`config.mk`:
```
export PLATFORM = sky130hd
export DESIGN_NAME = sensor_frame_packer
export DESIGN_NICKNAME = d
export VERILOG_FILES = /design/src/rtl/fusion_pkg.sv /design/src/rtl/frame_checksum_acc.sv /design/src/rtl/sensor_frame_packer.sv
export SDC_FILE = /design/constraint.sdc
export NUM_CORES = 1
export LEC_CHECK = 0
export BUFFER_PORTS_ARGS = -buffer_cell sky130_fd_sc_hd__buf_2
export CORE_UTILIZATION = 58
export DETAILED_ROUTE_END_ITERATION = 10
export GPL_TIMING_DRIVEN = 0
export PLACE_DENSITY = 0.8
export SLEW_MARGIN = 20
export SYNTH_ARGS = -nofsm -noshare
export SYNTH_HDL_FRONTEND = slang
export SYNTH_SLANG_ARGS = --single-unit
```
`constraint.sdc`:
```
create_clock -name clk -period 3.9 [get_ports clk]
set_clock_uncertainty 0.15 [all_clocks]
set_input_delay 0.39 -clock clk [delete_from_list [all_inputs] [get_ports clk]]
set_output_delay 0.39 -clock clk [all_outputs]
set_load 0.03 [all_outputs]
```
`src/rtl/fusion_pkg.sv`:
```
// fusion_pkg: shared frame geometry and checksum step for the sensor frame packers.
package fusion_pkg;
    localparam int DATA_WIDTH     = 16;
    localparam int NUM_WORDS      = 15;
    localparam int CHECKSUM_WIDTH = 16;
    localparam int COUNT_WIDTH    = 16;
    localparam int FRAME_WIDTH    = DATA_WIDTH * NUM_WORDS + CHECKSUM_WIDTH;

    function automatic logic [CHECKSUM_WIDTH-1:0] frame_checksum(
        input logic [CHECKSUM_WIDTH-1:0] acc,
        input logic [CHECKSUM_WIDTH-1:0] data,
        input logic                      corrupt
    );
        return (acc + data) ^ {CHECKSUM_WIDTH{corrupt}};
    endfunction
endpackage

```
`src/rtl/frame_checksum_acc.sv`:
```
// frame_checksum_acc: running modular sum of accepted samples, cleared when a frame closes.
module frame_checksum_acc
    import fusion_pkg::*;
(
    input  logic                      clk,
    input  logic                      rst_n,
    input  logic                      add_i,
    input  logic                      close_i,
    input  logic                      corrupt_i,
    input  logic [CHECKSUM_WIDTH-1:0] data_i,
    output logic [CHECKSUM_WIDTH-1:0] cks_o
);
    logic [CHECKSUM_WIDTH-1:0] acc_q, acc_d;

    // cks_o already includes the sample presented this cycle, so the closing word counts
    assign cks_o = frame_checksum(acc_q, data_i, corrupt_i);

    always_comb begin
        acc_d = close_i ? '0 : add_i ? acc_q + data_i : acc_q;
    end

    always_ff @(posedge clk or negedge rst_n) begin
        if (!rst_n) acc_q <= '0;
        else        acc_q <= acc_d;
    end
endmodule

```
`src/rtl/sensor_frame_packer.sv`:
```
// sensor_frame_packer: packs 16-bit samples into checksummed 256-bit frames,
// with an assembly slot that parks a closed frame while the output slot is busy.
module sensor_frame_packer #(
    parameter  int DATA_WIDTH     = fusion_pkg::DATA_WIDTH,
    parameter  int NUM_WORDS      = fusion_pkg::NUM_WORDS,
    parameter  int CHECKSUM_WIDTH = fusion_pkg::CHECKSUM_WIDTH,
    parameter  int COUNT_WIDTH    = fusion_pkg::COUNT_WIDTH,
    localparam int FRAME_WIDTH    = DATA_WIDTH * NUM_WORDS + CHECKSUM_WIDTH
) (
    input  logic                   clk,
    input  logic                   rst_n,
    input  logic                   s_valid,
    output logic                   s_ready,
    input  logic [DATA_WIDTH-1:0]  s_data,
    input  logic                   s_last,
    input  logic                   corrupt_cks,
    output logic                   frame_valid,
    input  logic                   frame_ready,
    output logic [FRAME_WIDTH-1:0] frame_data,
    output logic                   frame_short,
    output logic [COUNT_WIDTH-1:0] frame_count
);
    localparam int BODY_WIDTH = DATA_WIDTH * NUM_WORDS;
    localparam int WCW        = $clog2(NUM_WORDS);

    logic [WCW-1:0]            wcnt_q, wcnt_d;
    logic [BODY_WIDTH-1:0]     asm_q, asm_d, word_ins;
    logic [CHECKSUM_WIDTH-1:0] asm_cks_q, asm_cks_d, cks;
    logic                      asm_short_q, asm_short_d, asm_full_q, asm_full_d;
    logic [FRAME_WIDTH-1:0]    out_q, out_d;
    logic                      out_short_q, out_short_d, out_full_q, out_full_d;
    logic [COUNT_WIDTH-1:0]    cnt_q, cnt_d;
    logic                      accept, last_word, close, drain, out_free;

    assign accept    = s_valid && !asm_full_q;
    assign last_word = wcnt_q == WCW'(NUM_WORDS - 1);
    assign close     = accept && (last_word || s_last);
    assign drain     = out_full_q && frame_ready;
    assign out_free  = !out_full_q || drain;
    // unwritten slots are always zero, so OR-ing places the word at its index
    assign word_ins  = {{(BODY_WIDTH - DATA_WIDTH){1'b0}}, s_data} << (32'(wcnt_q) * DATA_WIDTH);

    frame_checksum_acc u_cks (
        .clk       (clk),
        .rst_n     (rst_n),
        .add_i     (accept),
        .close_i   (close),
        .corrupt_i (corrupt_cks),
        .data_i    (CHECKSUM_WIDTH'(s_data)),
        .cks_o     (cks)
    );

    always_comb begin
        wcnt_d      = wcnt_q;
        asm_d       = asm_q;
        asm_cks_d   = asm_cks_q;
        asm_short_d = asm_short_q;
        asm_full_d  = asm_full_q;
        out_d       = out_q;
        out_short_d = out_short_q;
        out_full_d  = out_full_q && !frame_ready;
        cnt_d       = cnt_q + COUNT_WIDTH'(drain);
        if (asm_full_q && out_free) begin
            out_d       = {asm_cks_q, asm_q};
            out_short_d = asm_short_q;
            out_full_d  = 1'b1;
            asm_d       = '0;
            asm_cks_d   = '0;
            asm_short_d = 1'b0;
            asm_full_d  = 1'b0;
        end else if (close) begin
            wcnt_d = '0;
            if (out_free) begin
                out_d       = {cks, asm_q | word_ins};
                out_short_d = !last_word;
                out_full_d  = 1'b1;
                asm_d       = '0;
            end else begin
                asm_d       = asm_q | word_ins;
                asm_cks_d   = cks;
                asm_short_d = !last_word;
                asm_full_d  = 1'b1;
            end
        end else if (accept) begin
            asm_d  = asm_q | word_ins;
            wcnt_d = wcnt_q + 1'b1;
        end
    end

    always_ff @(posedge clk or negedge rst_n) begin
        if (!rst_n) begin
            wcnt_q      <= '0;
            asm_q       <= '0;
            asm_cks_q   <= '0;
            asm_short_q <= 1'b0;
            asm_full_q  <= 1'b0;
            out_q       <= '0;
            out_short_q <= 1'b0;
            out_full_q  <= 1'b0;
            cnt_q       <= '0;
        end else begin
            wcnt_q      <= wcnt_d;
            asm_q       <= asm_d;
            asm_cks_q   <= asm_cks_d;
            asm_short_q <= asm_short_d;
            asm_full_q  <= asm_full_d;
            out_q       <= out_d;
            out_short_q <= out_short_d;
            out_full_q  <= out_full_d;
            cnt_q       <= cnt_d;
        end
    end

    assign s_ready     = !asm_full_q;
    assign frame_valid = out_full_q;
    assign frame_data  = out_q;
    assign frame_short = out_short_q;
    assign frame_count = cnt_q;
endmodule

```
==> results of run 1 <==
[cell families after synthesis]
kind of cell	synth area share, %
AO/OA/AOI/OAI	21.5
XOR/XNOR	1.63
adder cells (fa/ha/maj)	1.14
buffers and inverters	3.52
flip-flops	61.2
multiplexers	0.116
AND/OR/NAND/NOR	10.9
[worst max path at each step]
stage / slack (ns) / start / to
after global routing: 0.005 / wcnt_q[0] / asm_q[212]
final: 0.14 / wcnt_q[0] / frame_data[241]
after floorplan: 1.18 / s_data[1] / frame_data[253]
after detailed placement: 0.15 / wcnt_q[0] / frame_data[198]
after global placement: -8.43 / rst_n / frame_data[188]
after CTS: 0.12 / wcnt_q[0] / frame_data[194]
[synth_stat cells, types with 2 or more instances]
| library cell | instances | area share (%) |
|---|---|---|
| sky130_fd_sc_hd__a211oi_1 | 9 | 0.30 |
| sky130_fd_sc_hd__nor2b_1 | 3 | 0.083 |
| sky130_fd_sc_hd__a22oi_1 | 9 | 0.30 |
| sky130_fd_sc_hd__a22o_1 | 122 | 4.7 |
| sky130_fd_sc_hd__nor2_4 | 3 | 0.15 |
| sky130_fd_sc_hd__nor2_1 | 303 | 5.0 |
| sky130_fd_sc_hd__xor2_1 | 14 | 0.54 |
| sky130_fd_sc_hd__and3_1 | 5 | 0.14 |
| sky130_fd_sc_hd__o21ai_1 | 104 | 2.3 |
| sky130_fd_sc_hd__a31oi_1 | 17 | 0.47 |
| sky130_fd_sc_hd__o21a_1 | 3 | 0.10 |
| sky130_fd_sc_hd__inv_1 | 7 | 0.12 |
| sky130_fd_sc_hd__o21ai_0 | 37 | 0.82 |
| sky130_fd_sc_hd__buf_2 | 44 | 0.98 |
| sky130_fd_sc_hd__ha_1 | 19 | 1.1 |
| sky130_fd_sc_hd__nand3_1 | 7 | 0.16 |
| sky130_fd_sc_hd__buf_4 | 3 | 0.10 |
| sky130_fd_sc_hd__or3_1 | 3 | 0.083 |
| sky130_fd_sc_hd__nand2b_1 | 5 | 0.14 |
| sky130_fd_sc_hd__a21o_1 | 7 | 0.23 |
| sky130_fd_sc_hd__nor3_2 | 2 | 0.089 |
| sky130_fd_sc_hd__nor3_1 | 13 | 0.29 |
| sky130_fd_sc_hd__nor3b_1 | 2 | 0.067 |
| sky130_fd_sc_hd__clkbuf_1 | 120 | 2.0 |
| sky130_fd_sc_hd__buf_1 | 17 | 0.28 |
| sky130_fd_sc_hd__and2_1 | 44 | 1.2 |
| sky130_fd_sc_hd__nand2_1 | 168 | 2.8 |
| sky130_fd_sc_hd__dfrtp_1 | 552 | 61 |
| sky130_fd_sc_hd__a32o_1 | 4 | 0.18 |
| sky130_fd_sc_hd__a21oi_1 | 519 | 12 |
| sky130_fd_sc_hd__nor4_2 | 3 | 0.17 |
| sky130_fd_sc_hd__nand4_1 | 4 | 0.11 |
| sky130_fd_sc_hd__xnor2_1 | 28 | 1.1 |
| sky130_fd_sc_hd__or3_4 | 2 | 0.10 |
[state kept, by name, indices dropped and copies added (netlist names)]
name,flops
asm_cks_q,16
asm_full_q,1
asm_q,240
asm_short_q,1
frame_count,16
frame_data,256
frame_short,1
frame_valid,1
u_cks.acc_q,16
wcnt_q,4
[through the flow]
| step | power [mW] | cells | area [µm²] | worst slack (ns) |
|---|---|---|---|---|
| floorplan | 10.6 | 2225 | 22600 | 1.18 |
| global placement | 12.2 | 3031 | 24700 | -8.43 |
| detailed placement | 12.4 | 3037 | 24900 | 0.146 |
| CTS | 18.0 | 3139 | 26800 | 0.117 |
| global route | 18.7 | 3139 | 26800 | 0.00543 |
| finish | 18.1 | 3142 | 26800 | 0.138 |
[metal layers]
| metal | wire length, µm | GRT usage, % |
|---|---|---|
| met5 | 0 | 0 |
| met4 | 3530 | 18.1 |
| met3 | 6810 | 8.91 |
| met2 | 33000 | 56.1 |
| met1 | 27800 | 48.5 |
[power by group through the flow]
| stage | clock network, mW | registers [mW] | logic [mW] |
|---|---|---|---|
| 6_report | 5.69 | 7.36 | 5.01 |
| 5_1_grt | 5.91 | 7.44 | 5.38 |
| 4_1_cts | 5.69 | 7.33 | 4.98 |
| 3_5_place_dp | 0 | 7.42 | 4.94 |
| 3_3_place_gp | 0 | 7.39 | 4.82 |
| 2_1_floorplan | 0 | 8.61 | 1.97 |
[worst max-delay path, delay by kind of cell (launching register included)]
family	cells	cell delay [ns]
AO/OA/AOI/OAI	2	0.24
adder cells (fa/ha/maj)	1	0.19
AND/OR/NAND/NOR	3	0.74
buffers and inverters	4	1.81
flip-flops	1	0.47
[final cells by class]
class                           instances  area (µm²)  share of cell area [%]
Tap cell                              511         639                    2.38
Sequential cell                       552       13800                    51.4
Antenna cell                            3        7.51                  0.0280
Clock buffer                           78        1630                    6.05
Multi-Input combinational cell       1481        7970                    29.7
Clock inverter                         21         312                    1.16
Buffer                                185         776                    2.89
Inverter                                7        26.3                  0.0979
Timing Repair Buffer                  304        1680                    6.26
[timing repair]
action	in CTS	in global routing
endpoints found under the hold margin	64	0
setup endpoints to repair	0	10
hold buffers	3	0
gates resized for setup	0	4
==> flow_summary.html, run 1 <==
<table>
<tr><th>Metric</th><th>Value</th></tr>
<tr><th colspan="2">Outcome</th></tr>
<tr><td>Run status</td><td>completed</td></tr>
<tr><th colspan="2">Detailed routing</th></tr>
<tr><td>DR WL/cell</td><td>22.7 µm</td></tr>
<tr><td>Routed vias/inst</td><td>6.15</td></tr>
<tr><td>Drt first pass iters</td><td>5</td></tr>
<tr><td>Overall via count from detail_route</td><td>19338</td></tr>
<tr><td>Drt drc</td><td>0</td></tr>
<tr><td>Routed WL</td><td>71200 µm</td></tr>
<tr><td>Post-DRT Antenna Nets</td><td>0</td></tr>
<tr><td>Drt first-iter violations</td><td>1800</td></tr>
<tr><th colspan="2">Timing</th></tr>
<tr><td>Final Critical Period</td><td>3.76 ns</td></tr>
<tr><td>Headroom to the max-slew limit</td><td>28.0%</td></tr>
<tr><td>Final Max Slew Viols</td><td>0</td></tr>
<tr><td>Maximum clock rate</td><td>266 MHz</td></tr>
<tr><td>WHS</td><td>0.0710 ns</td></tr>
<tr><td>Measured slew at the worst slew-check pin</td><td>1.08 ns</td></tr>
<tr><td>Total count of hold-check failures in the final report</td><td>0</td></tr>
<tr><td>Setup violations, final</td><td>0</td></tr>
<tr><td>Unrepaired setup endpoints after global routing</td><td>no</td></tr>
<tr><td>Total Neg Setup Slack</td><td>0 ns</td></tr>
<tr><td>Portion of the clock cycle consumed by the worst path in the final layout</td><td>96.5%</td></tr>
<tr><th colspan="2">Clock tree</th></tr>
<tr><td>Number of buffers inserted to repair setup after CTS</td><td>0</td></tr>
<tr><td>Maximum root-to-sink buffer count</td><td>3</td></tr>
<tr><td>Clk sinks</td><td>552</td></tr>
<tr><td>Clock edge transition at the registers on the reported setup and hold paths</td><td>0.06 ns</td></tr>
<tr><td>CTS tree</td><td>built</td></tr>
<tr><td>Number of buffers created by CTS</td><td>55</td></tr>
<tr><td>Source-to-sink clock delay at the later pin of the worst-skew pair</td><td>0.61 ns</td></tr>
<tr><td>CTS root buf</td><td>sky130_fd_sc_hd__clkbuf_16</td></tr>
<tr><td>Maximum level of the CTS H-tree</td><td>2</td></tr>
<tr><th colspan="2">Yosys</th></tr>
<tr><td>Predominant post-synthesis flop cell</td><td>sky130_fd_sc_hd__dfrtp_1</td></tr>
<tr><td>Post-synthesis register bit count</td><td>552</td></tr>
<tr><td>Number of enable flip-flop cells after synthesis</td><td>0</td></tr>
<tr><td>Post-Syn Instances</td><td>2225</td></tr>
<tr><td>Async set-or-reset flop fraction in the synthesized netlist</td><td>100%</td></tr>
<tr><td>Warning count from the yosys run</td><td>0</td></tr>
<tr><td>Avg Cell Area, Syn</td><td>10.1 µm²</td></tr>
<tr><td>Mapped cell area</td><td>22600 µm²</td></tr>
<tr><td>Proportion of synthesized chip area in sequential cells</td><td>61.2%</td></tr>
<tr><td>Number of distinct standard cells referenced by the synthesized netlist</td><td>57</td></tr>
<tr><td>Net Count, Synth</td><td>2267</td></tr>
<tr><th colspan="2">Worst setup path</th></tr>
<tr><td>Category of the worst setup path launch point</td><td>register</td></tr>
<tr><td>R2R Path End</td><td>frame_data[241]</td></tr>
<tr><td>Cell chain of the critical path</td><td>inv_1, ha_1, and3_1, or2_4, a21oi_4, nor2_2, buf_2, clkbuf_1, clkbuf_1, a21oi_1</td></tr>
<tr><td>Type of destination of the critical path</td><td>register</td></tr>
<tr><td>Register-to-register path setup slack</td><td>0.14 ns</td></tr>
<tr><td>Worst path slowest cell</td><td>sky130_fd_sc_hd__clkbuf_1</td></tr>
<tr><td>Maximum fanout along the worst path</td><td>10</td></tr>
<tr><td>Data required, critical path</td><td>4.20 ns</td></tr>
<tr><td>R2r startpoint</td><td>wcnt_q[0]</td></tr>
<tr><td>CP Class</td><td>reg -&gt; reg</td></tr>
<tr><td>Data arrival time of the worst path</td><td>4.06 ns</td></tr>
<tr><td>Top cell by count, worst path</td><td>sky130_fd_sc_hd__clkbuf_1</td></tr>
<tr><td>Highest cell delay on the worst timing path</td><td>0.75 ns</td></tr>
<tr><td>Depth of the most critical reg-to-reg path</td><td>10</td></tr>
<tr><th colspan="2">Floorplanning</th></tr>
<tr><td>Total number of placement rows</td><td>71</td></tr>
<tr><td>Die Height</td><td>199 µm</td></tr>
<tr><td>Placeable core region</td><td>37900 µm²</td></tr>
<tr><td>Die Footprint</td><td>39700 µm²</td></tr>
<tr><td>Initial cell density of the core</td><td>59.5%</td></tr>
<tr><td>X dimension of the die</td><td>199 µm</td></tr>
<tr><td>I/O pin cnt</td><td>297</td></tr>
<tr><th colspan="2">Power</th></tr>
<tr><td>IR drop worst, VDD</td><td>389 µV</td></tr>
<tr><td>Pleak</td><td>12.4 nW</td></tr>
<tr><td>Switching power total</td><td>6.50 mW</td></tr>
<tr><td>Share of power burned in the clock network</td><td>31.5%</td></tr>
<tr><td>Switching share of power</td><td>36.0%</td></tr>
<tr><td>Combinational Power Share</td><td>27.7%</td></tr>
<tr><td>Design internal power</td><td>11.6 mW</td></tr>
<tr><td>P per Cell Area</td><td>673 nW/µm²</td></tr>
<tr><td>Sequential power share</td><td>40.8%</td></tr>
<tr><th colspan="2">GRT</th></tr>
<tr><td>Wire length of the first global-routing pass</td><td>109000 µm</td></tr>
<tr><td>Global-route usage over all layers</td><td>36.4%</td></tr>
<tr><td>Largest net degree at the start of global routing</td><td>101</td></tr>
<tr><td>Global route overflow</td><td>0</td></tr>
<tr><td>Initial antenna violation count</td><td>0</td></tr>
<tr><td>Via count of the first global-routing pass</td><td>19242</td></tr>
<tr><th colspan="2">Flow run</th></tr>
<tr><td>Total of max-cap violations</td><td>0</td></tr>
<tr><th colspan="2">Layout</th></tr>
<tr><td>Syn-to-layout area delta</td><td>19.0%</td></tr>
<tr><td>Most common cell after layout, fill and taps aside</td><td>sky130_fd_sc_hd__dfrtp_1</td></tr>
<tr><td>Number of filler cells placed in the layout</td><td>2832</td></tr>
<tr><td>Layout cells sized above 1</td><td>17.6%</td></tr>
<tr><td>Core occupancy in the finished layout</td><td>70.8%</td></tr>
<tr><td>Commonest cells after routing, fill and taps aside</td><td>sky130_fd_sc_hd__dfrtp_1, sky130_fd_sc_hd__a21oi_1, sky130_fd_sc_hd__buf_2, sky130_fd_sc_hd__nor2_1, sky130_fd_sc_hd__nand2_1</td></tr>
<tr><td>Nets</td><td>2628</td></tr>
<tr><th colspan="2">Hold path</th></tr>
<tr><td>Destination of the worst hold path</td><td>asm_q[83]</td></tr>
<tr><td>Worst min-delay path startpoint</td><td>s_data[3]</td></tr>
<tr><td>Cells on Worst Hold Path</td><td>3</td></tr>
<tr><td>Worst min path class</td><td>in -&gt; reg</td></tr>
<tr><th colspan="2">Placement</th></tr>
<tr><td>Placer congestion estimate</td><td>0.935</td></tr>
<tr><td>PortBufs</td><td>295</td></tr>
<tr><td>HPWL after detailed placement</td><td>49800 µm</td></tr>
</table>
No activity file was read; power rests on OpenSTA's default activity.
==> run 2, diff against run 1 <==
--- a/config.mk
+++ b/config.mk
@@ -9,7 +9,8 @@
 export CORE_UTILIZATION = 58
 export DETAILED_ROUTE_END_ITERATION = 10
 export GPL_TIMING_DRIVEN = 0
-export PLACE_DENSITY = 0.8
+export HOLD_SLACK_MARGIN = 0.1
+export PLACE_DENSITY_LB_ADDON = 0.05
 export SLEW_MARGIN = 20
 export SYNTH_ARGS = -nofsm -noshare
 export SYNTH_HDL_FRONTEND = slang
==> run 2 against run 1 <==
  * Sequential share of layout area increased by 0.52 points
  * Hold slack improved by 0.11 ns
  * Die area unchanged
  * Combinational power about the same
  * Global-route usage about the same
  * Power decreased by 4.1%
  * Non-clock buffer count increased by 4
  * Count of clock-buffer cells in the layout increased by 5
  * First-iteration DRC count decreased by 13%
  * Critical endpoint is now frame_data[85]
  * Largest cell class unchanged
  * Highest routed layer unchanged
==> flow_summary.html, run 2 (synthesis results as in run 1) <==
<table>
<tr><th>Metric</th><th>Value</th></tr>
<tr><th colspan="2">Floorplanning</th></tr>
<tr><td>Total number of placement rows</td><td>71</td></tr>
<tr><td>I/O pin cnt</td><td>297</td></tr>
<tr><td>Initial cell density of the core</td><td>59.5%</td></tr>
<tr><td>X dimension of the die</td><td>199 µm</td></tr>
<tr><td>Placeable core region</td><td>37900 µm²</td></tr>
<tr><td>Die Footprint</td><td>39700 µm²</td></tr>
<tr><td>Die Height</td><td>199 µm</td></tr>
<tr><th colspan="2">Timing</th></tr>
<tr><td>Portion of the clock cycle consumed by the worst path in the final layout</td><td>93.2%</td></tr>
<tr><td>Final Critical Period</td><td>3.63 ns</td></tr>
<tr><td>Total Neg Setup Slack</td><td>0 ns</td></tr>
<tr><td>Total count of hold-check failures in the final report</td><td>0</td></tr>
<tr><td>Final Max Slew Viols</td><td>0</td></tr>
<tr><td>Setup violations, final</td><td>0</td></tr>
<tr><td>Measured slew at the worst slew-check pin</td><td>1.13 ns</td></tr>
<tr><td>Maximum clock rate</td><td>275 MHz</td></tr>
<tr><td>Unrepaired setup endpoints after global routing</td><td>no</td></tr>
<tr><td>Headroom to the max-slew limit</td><td>24.1%</td></tr>
<tr><th colspan="2">Power</th></tr>
<tr><td>Pleak</td><td>12.2 nW</td></tr>
<tr><td>P per Cell Area</td><td>652 nW/µm²</td></tr>
<tr><td>IR drop worst, VDD</td><td>420 µV</td></tr>
<tr><th colspan="2">Clock tree</th></tr>
<tr><td>Source-to-sink clock delay at the later pin of the worst-skew pair</td><td>0.62 ns</td></tr>
<tr><td>Clk sinks</td><td>552</td></tr>
<tr><td>Maximum root-to-sink buffer count</td><td>3</td></tr>
<tr><td>Number of buffers created by CTS</td><td>54</td></tr>
<tr><td>CTS tree</td><td>built</td></tr>
<tr><td>Maximum level of the CTS H-tree</td><td>2</td></tr>
<tr><td>Clock edge transition at the registers on the reported setup and hold paths</td><td>0.06 ns</td></tr>
<tr><td>CTS root buf</td><td>sky130_fd_sc_hd__clkbuf_16</td></tr>
<tr><th colspan="2">Layout</th></tr>
<tr><td>Number of filler cells placed in the layout</td><td>2949</td></tr>
<tr><td>Layout cells sized above 1</td><td>16.9%</td></tr>
<tr><td>Commonest cells after routing, fill and taps aside</td><td>sky130_fd_sc_hd__dfrtp_1, sky130_fd_sc_hd__a21oi_1, sky130_fd_sc_hd__buf_2, sky130_fd_sc_hd__nor2_1, sky130_fd_sc_hd__nand2_1</td></tr>
<tr><td>Syn-to-layout area delta</td><td>17.8%</td></tr>
<tr><td>Largest register FFs</td><td>256</td></tr>
<tr><td>Area taken by flip-flops and latches</td><td>13800 µm²</td></tr>
<tr><td>Nets</td><td>2631</td></tr>
<tr><td>Multi-input combinational cell area</td><td>7960 µm²</td></tr>
<tr><td>Most common cell after layout, fill and taps aside</td><td>sky130_fd_sc_hd__dfrtp_1</td></tr>
<tr><td>Finished layout cell area</td><td>26600 µm²</td></tr>
<tr><th colspan="2">Worst setup path</th></tr>
<tr><td>Register-to-register path setup slack</td><td>0.27 ns</td></tr>
<tr><td>Data required, critical path</td><td>4.27 ns</td></tr>
<tr><td>Category of the worst setup path launch point</td><td>register</td></tr>
<tr><td>Type of destination of the critical path</td><td>register</td></tr>
<tr><td>Data arrival time of the worst path</td><td>4.00 ns</td></tr>
<tr><td>R2R Path End</td><td>frame_data[85]</td></tr>
<tr><td>R2r startpoint</td><td>wcnt_q[0]</td></tr>
<tr><td>Launching element of the worst setup path</td><td>wcnt_q[0]</td></tr>
<tr><td>Depth of the most critical reg-to-reg path</td><td>11</td></tr>
<tr><td>Worst setup path endpoint</td><td>frame_data[85]</td></tr>
<tr><td>Maximum fanout along the worst path</td><td>10</td></tr>
<tr><td>CP Class</td><td>reg -&gt; reg</td></tr>
<tr><th colspan="2">GRT</th></tr>
<tr><td>Wire length of the first global-routing pass</td><td>108000 µm</td></tr>
<tr><td>Global route overflow</td><td>0</td></tr>
<tr><td>Initial antenna violation count</td><td>2</td></tr>
<tr><td>Via count of the first global-routing pass</td><td>18591</td></tr>
<tr><td>Global-route usage over all layers</td><td>36.4%</td></tr>
<tr><td>Largest net degree at the start of global routing</td><td>103</td></tr>
<tr><th colspan="2">Flow run</th></tr>
<tr><td>Total of max-cap violations</td><td>0</td></tr>
<tr><th colspan="2">Detailed routing</th></tr>
<tr><td>Drt drc</td><td>0</td></tr>
<tr><td>Drt first-iter violations</td><td>1574</td></tr>
<tr><td>DR WL/cell</td><td>22.7 µm</td></tr>
<tr><td>Drt first pass iters</td><td>6</td></tr>
<tr><td>Post-DRT Antenna Nets</td><td>0</td></tr>
<tr><td>Routed vias/inst</td><td>6.06</td></tr>
<tr><td>Overall via count from detail_route</td><td>19015</td></tr>
<tr><td>Routed WL</td><td>71200 µm</td></tr>
<tr><th colspan="2">Placement</th></tr>
<tr><td>HPWL after detailed placement</td><td>50100 µm</td></tr>
<tr><td>Placed standard-cell area</td><td>24800 µm²</td></tr>
<tr><td>Placer congestion estimate</td><td>0.913</td></tr>
<tr><td>PortBufs</td><td>295</td></tr>
<tr><th colspan="2">Outcome</th></tr>
<tr><td>Run status</td><td>completed</td></tr>
<tr><th colspan="2">Hold path</th></tr>
<tr><td>Worst min path class</td><td>in -&gt; reg</td></tr>
</table>
run 2: repair_timing:
action	4_1_cts	5_1_grt
buffers inserted	0	0
hold buffers	8	0
endpoints found under the hold margin	99	0
gates resized for setup	0	6
setup endpoints to repair	0	4
run 2: critical path: stages, from the launching register on:
cell                       delay [ns]
sky130_fd_sc_hd__dfrtp_1         0.49
sky130_fd_sc_hd__inv_1           0.15
sky130_fd_sc_hd__ha_1            0.21
sky130_fd_sc_hd__and3_1          0.29
sky130_fd_sc_hd__or2_4           0.20
sky130_fd_sc_hd__a21oi_4         0.09
sky130_fd_sc_hd__nor2_2          0.23
sky130_fd_sc_hd__buf_2           0.32
sky130_fd_sc_hd__clkbuf_1        0.76
sky130_fd_sc_hd__buf_2           0.42
sky130_fd_sc_hd__nor2_1          0.07
sky130_fd_sc_hd__a21oi_1         0.14
run 2: layer usage:
metal | wire length [µm] | up-vias | part of all wire [%] | global-route usage (%)
met1 | 28300 | 9512 | 40 | 48.8
met2 | 33400 | 884 | 47 | 57.1
li1 | - | 8461 | - | -
met3 | 6530 | 158 | 9.2 | 8.17
met4 | 2970 | 0 | 4.2 | 16.1
met5 | 0 | - | 0 | 0
run 2: cell type report:
type	count	area share, %
antenna	1	0.00942
buffer	185	2.90
clock buffer	83	5.91
clock inverter	10	0.353
inverter	7	0.0989
multi-input combinational	1481	29.9
sequential	552	52.0
tap	511	2.41
timing repair buffer	308	6.41
run 2: how the worst min path moves through the flow:
stage / slack, ns / end / startpoint / depth (start not counted)
final: 0.18 / asm_q[162] / s_data[2] / 3
after global placement: 0.31 / frame_count[15] / frame_count[15] / 1
after detailed placement: 0.29 / frame_count[11] / rst_n / 1
after global routing: 0.16 / asm_q[18] / s_data[2] / 3
after CTS: 0.11 / asm_q[18] / s_data[2] / 3
after floorplan: -0.06 / asm_cks_q[0] / rst_n / 0
run 2: power by group:
group	total [mW]	internal [mW]	leakage [nW]	switching (mW)
clock network	5.02	2.82	0.819	2.20
registers	7.32	6.68	7.08	0.638
logic	4.98	1.47	4.31	3.51
run 2: stage by stage:
stage                     cells  utilization (%)  hold WS (ns)  setup WS (ns)  power [mW]
after floorplan            2225                -       -0.0556           1.18        10.6
after global placement     3031             65.1         0.310          -8.68        12.2
after detailed placement   3036             65.5         0.287          0.211        12.3
after CTS                  3137             70.1         0.107          0.182        17.3
after global routing       3137             70.1         0.156          0.149        18.1
final                      3138             70.1         0.179          0.265        17.3
